[config.mk]
export PLATFORM = sky130hd
export DESIGN_NAME = decoder_scan_flat
export DESIGN_NICKNAME = d
export VERILOG_FILES = /design/src/rtl/decoder_scan_if.sv /design/src/rtl/decoder_scan.sv /design/src/flat_wrapper.sv
export SDC_FILE = /design/constraint.sdc
export NUM_CORES = 1
export LEC_CHECK = 0
export ABC_AREA = 1
export CORE_MARGIN = 4
export CORE_UTILIZATION = 47
export CTS_CLUSTER_DIAMETER = 120
export DETAILED_ROUTE_END_ITERATION = 12
export GPL_TIMING_DRIVEN = 0
export HOLD_SLACK_MARGIN = 0.15
export MAX_ROUTING_LAYER = met4
export PLACE_DENSITY = 0.83
export SYNTH_ARGS = -nofsm -noshare
export SYNTH_HDL_FRONTEND = slang
export SYNTH_SLANG_ARGS = --single-unit
export TNS_END_PERCENT = 50
[constraint.sdc]
create_clock -name clk -period 1.72 [get_ports clk]
set_input_delay 0.258 -clock clk [delete_from_list [all_inputs] [get_ports clk]]
set_output_delay 0.258 -clock clk [all_outputs]
set_load 0.005 [all_outputs]
[src/rtl/decoder_scan_if.sv]
// Request/response bundle for decoder_scan. The master drives the request
// side (enable, mode, addresses); the slave returns the registered one-hot
// word, the current address and the scan status flags.
interface decoder_scan_if #(
  parameter int N = 5
);
  logic               en;
  logic               mode;
  logic               in_valid;
  logic               start;
  logic [N-1:0]       A;
  logic [N-1:0]       last;
  logic [(1<<N)-1:0]  Y;
  logic [N-1:0]       cur_addr;
  logic               busy;
  logic               done;

  modport master (
    output en, mode, in_valid, start, A, last,
    input  Y, cur_addr, busy, done
  );

  modport slave (
    input  en, mode, in_valid, start, A, last,
    output Y, cur_addr, busy, done
  );
endinterface

[src/rtl/decoder_scan.sv]
// decoder_scan: registered N-to-2^N one-hot decoder with an address scanner.
// Direct mode decodes A into a one-hot word one cycle later. Scan mode walks
// a one-hot bit from A to last (inclusive, wrapping through 2^N-1 -> 0), one
// address per enabled cycle, then pulses done for one cycle.
// Build option: define DECODER_SCAN_EN to build the scanner (SCAN/DONE
// states and scan counter). Without it only direct decode exists; mode,
// start and last are ignored and busy/done are tied low.
module decoder_scan #(
  parameter int N = 5
) (
  input  logic          clk,
  input  logic          rst_n,
  decoder_scan_if.slave bus
);

  localparam int W = 1 << N;

  function automatic logic [W-1:0] onehot(input logic [N-1:0] a);
    logic [W-1:0] v;
    v    = '0;
    v[a] = 1'b1;
    return v;
  endfunction

  logic [W-1:0] y, y_n;
  logic [N-1:0] cur, cur_n;

`ifdef DECODER_SCAN_EN

  typedef enum logic [1:0] {
    IDLE,
    SCAN,
    DONE
  } state_t;

  state_t       state, state_n;
  logic [N-1:0] last_q, last_n;

  // State, output word, current address and latched end address registers.
  always_ff @(posedge clk or negedge rst_n) begin
    if (!rst_n) begin
      state  <= IDLE;
      y      <= '0;
      cur    <= '0;
      last_q <= '0;
    end else begin
      state  <= state_n;
      y      <= y_n;
      cur    <= cur_n;
      last_q <= last_n;
    end
  end

  // Next-state and next-output decision; everything holds unless changed.
  always_comb begin
    state_n = state;
    y_n     = y;
    cur_n   = cur;
    last_n  = last_q;
    case (state)
      IDLE: begin
        if (!bus.en) begin
          y_n = '0;
        end else if (bus.mode) begin
          // start wins over in_valid; in_valid has no effect in scan mode
          if (bus.start) begin
            cur_n   = bus.A;
            last_n  = bus.last;
            y_n     = onehot(bus.A);
            state_n = SCAN;
          end
        end else if (bus.in_valid) begin
          cur_n = bus.A;
          y_n   = onehot(bus.A);
        end
      end
      SCAN: begin
        if (bus.en) begin
          if (cur == last_q) begin
            y_n     = '0;
            state_n = DONE;
          end else begin
            // N-bit add wraps 2^N-1 -> 0 for ranges with last < start
            cur_n = cur + N'(1);
            y_n   = onehot(cur_n);
          end
        end
      end
      DONE: begin
        y_n     = '0;
        state_n = IDLE;
      end
      default: begin
        y_n     = '0;
        state_n = IDLE;
      end
    endcase
  end

  assign bus.busy = (state == SCAN);
  assign bus.done = (state == DONE);

`else

  logic unused_scan_inputs;

  // Output word and current address registers.
  always_ff @(posedge clk or negedge rst_n) begin
    if (!rst_n) begin
      y   <= '0;
      cur <= '0;
    end else begin
      y   <= y_n;
      cur <= cur_n;
    end
  end

  // Direct decode only: accept on en & in_valid, clear on !en, else hold.
  always_comb begin
    y_n   = y;
    cur_n = cur;
    if (!bus.en) begin
      y_n = '0;
    end else if (bus.in_valid) begin
      cur_n = bus.A;
      y_n   = onehot(bus.A);
    end
  end

  assign unused_scan_inputs = ^{bus.mode, bus.start, bus.last};
  assign bus.busy = 1'b0;
  assign bus.done = 1'b0;

`endif

  assign bus.Y        = y;
  assign bus.cur_addr = cur;

endmodule

[src/flat_wrapper.sv]
// flat-port wrapper written by rule: the top's interface ports become plain ports
module decoder_scan_flat 
#(
  parameter int N = 5
)
  (clk, rst_n, bus_en, bus_mode, bus_in_valid, bus_start, bus_A, bus_last, bus_Y, bus_cur_addr, bus_busy, bus_done);
  decoder_scan_if #(.N(N)) bus_i ();
  input  logic clk;
  input  logic rst_n;
  input wire logic [$bits(bus_i.en)-1:0] bus_en;
  input wire logic [$bits(bus_i.mode)-1:0] bus_mode;
  input wire logic [$bits(bus_i.in_valid)-1:0] bus_in_valid;
  input wire logic [$bits(bus_i.start)-1:0] bus_start;
  input wire logic [$bits(bus_i.A)-1:0] bus_A;
  input wire logic [$bits(bus_i.last)-1:0] bus_last;
  output wire logic [$bits(bus_i.Y)-1:0] bus_Y;
  output wire logic [$bits(bus_i.cur_addr)-1:0] bus_cur_addr;
  output wire logic [$bits(bus_i.busy)-1:0] bus_busy;
  output wire logic [$bits(bus_i.done)-1:0] bus_done;
  assign bus_i.en = bus_en;
  assign bus_i.mode = bus_mode;
  assign bus_i.in_valid = bus_in_valid;
  assign bus_i.start = bus_start;
  assign bus_i.A = bus_A;
  assign bus_i.last = bus_last;
  assign bus_Y = bus_i.Y;
  assign bus_cur_addr = bus_i.cur_addr;
  assign bus_busy = bus_i.busy;
  assign bus_done = bus_i.done;
  decoder_scan #(.N(N)) u_core (.clk(clk), .rst_n(rst_n), .bus(bus_i));
endmodule
# Yosys cells after proc, flatten, opt, wreduce, memory -nomap -nowiden
# Cells that the tools add are included.
[word_totals]
mem_count = 0
latch_bits = 0
regBits = 37
input_bits = 16
ramBits = 0
wordCells = 11
mem_bits_ro = 0
out_inout_bits = 39
[classes]
shifts = 0
muxes = 4
bitwise = 0
reduce_logical = 2
multipliers = 0
addsub = 0
eq_ne = 1
order_cmp = 2
n_div = 0
[ops]
columns = ["operator", "n"]
rows = [
  ["$mux 32", 2],
  ["$lt 5x6->1 const B", 1],
  ["$demux 1 s5", 1],
  ["$ge 5x1->1 const B", 1],
  ["$ne 2x1->1 const B", 1],
  ["$reduce_and 2->1", 1],
  ["$logic_and 1x1->1", 1],
  ["$mux 1", 1],
]

# Logic depth before layout (Yosys ltp)
[depth]
depth_word = 6
depth_mapped = 5
mapped_depth_nobuf = 5

# Worst setup path before layout
# No wires, ideal clock.
[synth_path]
path_kind = "input -> register"
start = "input port bus_in_valid"
end = "register u_core.cur[2] (netlist: u_core.bus.cur_addr[2])"
path_buffers = 1
arrival_ns = 0.630
required_ns = 1.600
slack_ns = 0.970
setup_ns = 0.120
stages = 4
path_cell_list = "nand2_4 buf_4 nand2_1 o21ai_2"
[synth_between]
elab_chain_cells = 1
[synth_lines]
columns = ["item", "line", "text"]
rows = [
  ["from (decl)", "flat_wrapper.sv:12", "input wire logic [$bits(bus_i.in_valid)-1:0] bus_in_valid;"],
  ["$reduce_and 2->1 (no source line)", "-", ""],
  ["to (signal assigned)", "decoder_scan.sv:114", "cur <= cur_n;"],
  ["to (decl)", "decoder_scan.sv:26", "logic [N-1:0] cur, cur_n;"],
]
# Every way passes these cells.
# A chain may end at the register's enable or synchronous reset.

# Worst setup path in the final report
[layout_path]
start = "register u_core.y[0] (netlist: u_core.bus.Y[0])"
end = "output port bus_Y[0]"
[layout_rtl]
columns = ["item", "line", "text"]
rows = [
  ["from (decl)", "decoder_scan.sv:25", "logic [W-1:0] y, y_n;"],
  ["from (signal assigned)", "decoder_scan.sv:113", "y <= y_n;"],
  ["to (decl)", "flat_wrapper.sv:16", "output wire logic [$bits(bus_i.Y)-1:0] bus_Y;"],
]
# No word-level cell between the ends.

==> metrics <==
Ports=55; Internal=1.16 mW; Synth warnings=0; top cells by count, synth=nand2_1, dfrtp_1, nor2_1; Reg clk slew, reported paths=0.11 ns; critical-path maximum fanout=2; Pre-antenna DRT Iters=4; fraction of registers with async set/reset=1.00; CTS tree=built; WHS Path Cells=2; sequential share of the synthesized area=0.598; Comb power frac=0.114; Synth Cell Area=0.00155 sq mm; initial antenna violation count=0; Final HPWL DP=2340 um; Antenna Nets Post-Route=0; Vias per Instance=4.58; first-pass GRT wire length=5730 um; Tcrit/Tclk final=0.863; postcts setup bufs=0; sequential power share=0.587; Max Buffers Root-to-Sink=2; clk_skew=0 ns; DRT iter0 DRCs=66; r2r startpoint=u_core.bus.Y[25]$_DFFE_PN0P_; count leader, synth=nand2_1; NetSw=0.370 mW; Die Ht=65.4 um; Die Wd=65.4 um; routed wire length=3320 um; wire per inst=12.0 um; achievable frequency=0.673 GHz; pin count of the biggest net entering global routing=38; origin of the worst min-delay path=u_core.bus.Y[22]$_DFFE_PN0P_; layout cell share with drive strength beyond 1=0.103; CTS H-tree lvls=2; fillcell total=283; Final Power=1.53 mW; post-synth top area cell=dfrtp_1; GRT overflow=0; min-delay worst type=reg -> reg; crit path cell chain=clkdlybuf4s50_1; latest clock arrival within the worst-skew pair=0.33 ns; CP arrival=1.23 ns; Buf/Inv on CP=1; Avg Inst Size Synth=8.70 sq um; final cell count without fillers=276; shortest period the worst path allows=1.48 ns; Distinct cells, synth=9; post-synthesis register bit count=37; capturing point of the worst reg2reg path=u_core.bus.Y[25]$_DFFE_PN0P_; Slew Limit Fails=0; core area=0.00310 sq mm; vias post-DR=1,265; crit end category=primary output; Area growth syn-to-layout=36.8%; top cell type's share of synthesized area=0.598; Hold Path End=u_core.bus.Y[22]$_DFFE_PN0P_; vias in the first global route=1,261; primary flip-flop cell chosen by synthesis mapping=dfrtp_1; Clk pwr share=0.298; worst path required time=1.46 ns; R2R depth=2; TritonCTS buffer count=5; Residual DRC=0; GR Util All Layers=0.183; RSZ-0062 raised after global routing=no; Finish-stage setup viols=0; Pleak=1.11 nW; routability cong.=0.763; critical path type=reg -> out; status=completed; setup TNS=0 ns; maximum vdd drop=0.445 mV; Switching Share=0.241; Cell Rows=20; Worst Tran Pin Value=0.784 ns; Die Area=0.00428 sq mm; placed instance count=268; Critical Path Max Stage Delay=0.51 ns; flop2flop setup slack=1.09 ns; Post-synth EDFFs=0; Diodes inserted=0; IO Port Bufs=45; total clock sinks=37; Slew headroom=0.477; Worst setup SP type=flip-flop; Final nets=248; Initial Util=0.499; root buf cell=clkbuf_4; max_cap viols=0; Synth area leaders=dfrtp_1, nand2_1, nor2_4; Syn Inst Count=178; Pwr per Cell Area=724 mW/mm^2; final hold vios=0; Top delay family on crit path=buffers and inverters; slowest CP cell=clkdlybuf4s50_1
-- sequential cells by signal, indices dropped and copies added, names as in the netlist --
name / cells
u_core.bus.Y: 32
u_core.bus.cur_addr: 5
-- logic make-up after synthesis --
family,synth area share
AND/OR/NAND/NOR,0.327
flip-flops,0.598
buffers and inverters,0.0437
AO/OA/AOI/OAI,0.0283
other,0.00242
-- cell usage in the layout, fill, tap and decap left out --
master	synthesis	layout
conb_1	1	2
nor2_4	5	5
clkbuf_1	0	1
nand2_1	109	109
nor2_1	8	8
o21ai_2	5	5
nand2_4	1	1
clkbuf_4	0	5
clkdlybuf4s50_1	0	44
dfrtp_1	37	37
inv_1	6	6
buf_4	6	6
buf_2	0	1
dlygate4sd3_1	0	1
clkbuf_8	0	1
-- routing by layer --
metal | share of wire | up-vias | track usage
met5 | 0 | - | -
met4 | 0.0039 | 0 | 0.0725
met3 | 0.048 | 2 | 0.0564
met2 | 0.49 | 42 | 0.276
met1 | 0.46 | 584 | 0.233
li1 | - | 637 | -
-- how the worst max path moves through the flow --
stage / from / to / slack [ns] / depth (start not counted)
finish: u_core.bus.Y[0]$_DFFE_PN0P_ / bus_Y[0] / 0.24 / 1
global route: u_core.bus.Y[20]$_DFFE_PN0P_ / bus_Y[20] / 0.17 / 1
CTS: u_core.bus.Y[15]$_DFFE_PN0P_ / bus_Y[15] / 0.23 / 1
detailed placement: bus_in_valid / u_core.bus.Y[3]$_DFFE_PN0P_ / 0.27 / 5
global placement: rst_n / u_core.bus.Y[13]$_DFFE_PN0P_ / -0.38 / 1
floorplan: bus_in_valid / u_core.bus.cur_addr[2]$_DFFE_PN0P_ / 0.97 / 4
-- power by group through the flow --
stage	registers [mW]	clock network [mW]	logic [mW]
after floorplan	0.920	0	0.0771
after global placement	0.917	0	0.174
after detailed placement	0.917	0	0.176
after CTS	0.900	0.465	0.178
after global routing	0.904	0.515	0.196
final	0.900	0.458	0.176
-- stage by stage --
| stage | setup WS [ns] | utilization | cell area [sq um] | hold WS, ns |
|---|---|---|---|---|
| 2_1_floorplan | 0.970 | - | 1550 | -0.0376 |
| 3_3_place_gp | -0.379 | 0.663 | 2060 | 0.463 |
| 3_5_place_dp | 0.267 | 0.661 | 2050 | 0.388 |
| 4_1_cts | 0.230 | 0.682 | 2120 | 0.492 |
| 5_1_grt | 0.174 | 0.682 | 2120 | 0.513 |
| 6_report | 0.235 | 0.682 | 2120 | 0.486 |
-- repair_timing --
item,in CTS,in global routing
resized for setup,0,0
hold endpoints to repair,37,0
hold buffers,1,0
-- cell type report --
class,instances,area (sq um),share of cell area
clock buffer,7,55.1,0.0260
inverter,6,22.5,0.0106
buffer,6,45.0,0.0213
multi-input combinational,130,558,0.264
sequential,37,926,0.437
timing repair buffer,46,455,0.215
tap,44,55.1,0.0260
No activity file was read; power rests on OpenSTA's default activity.
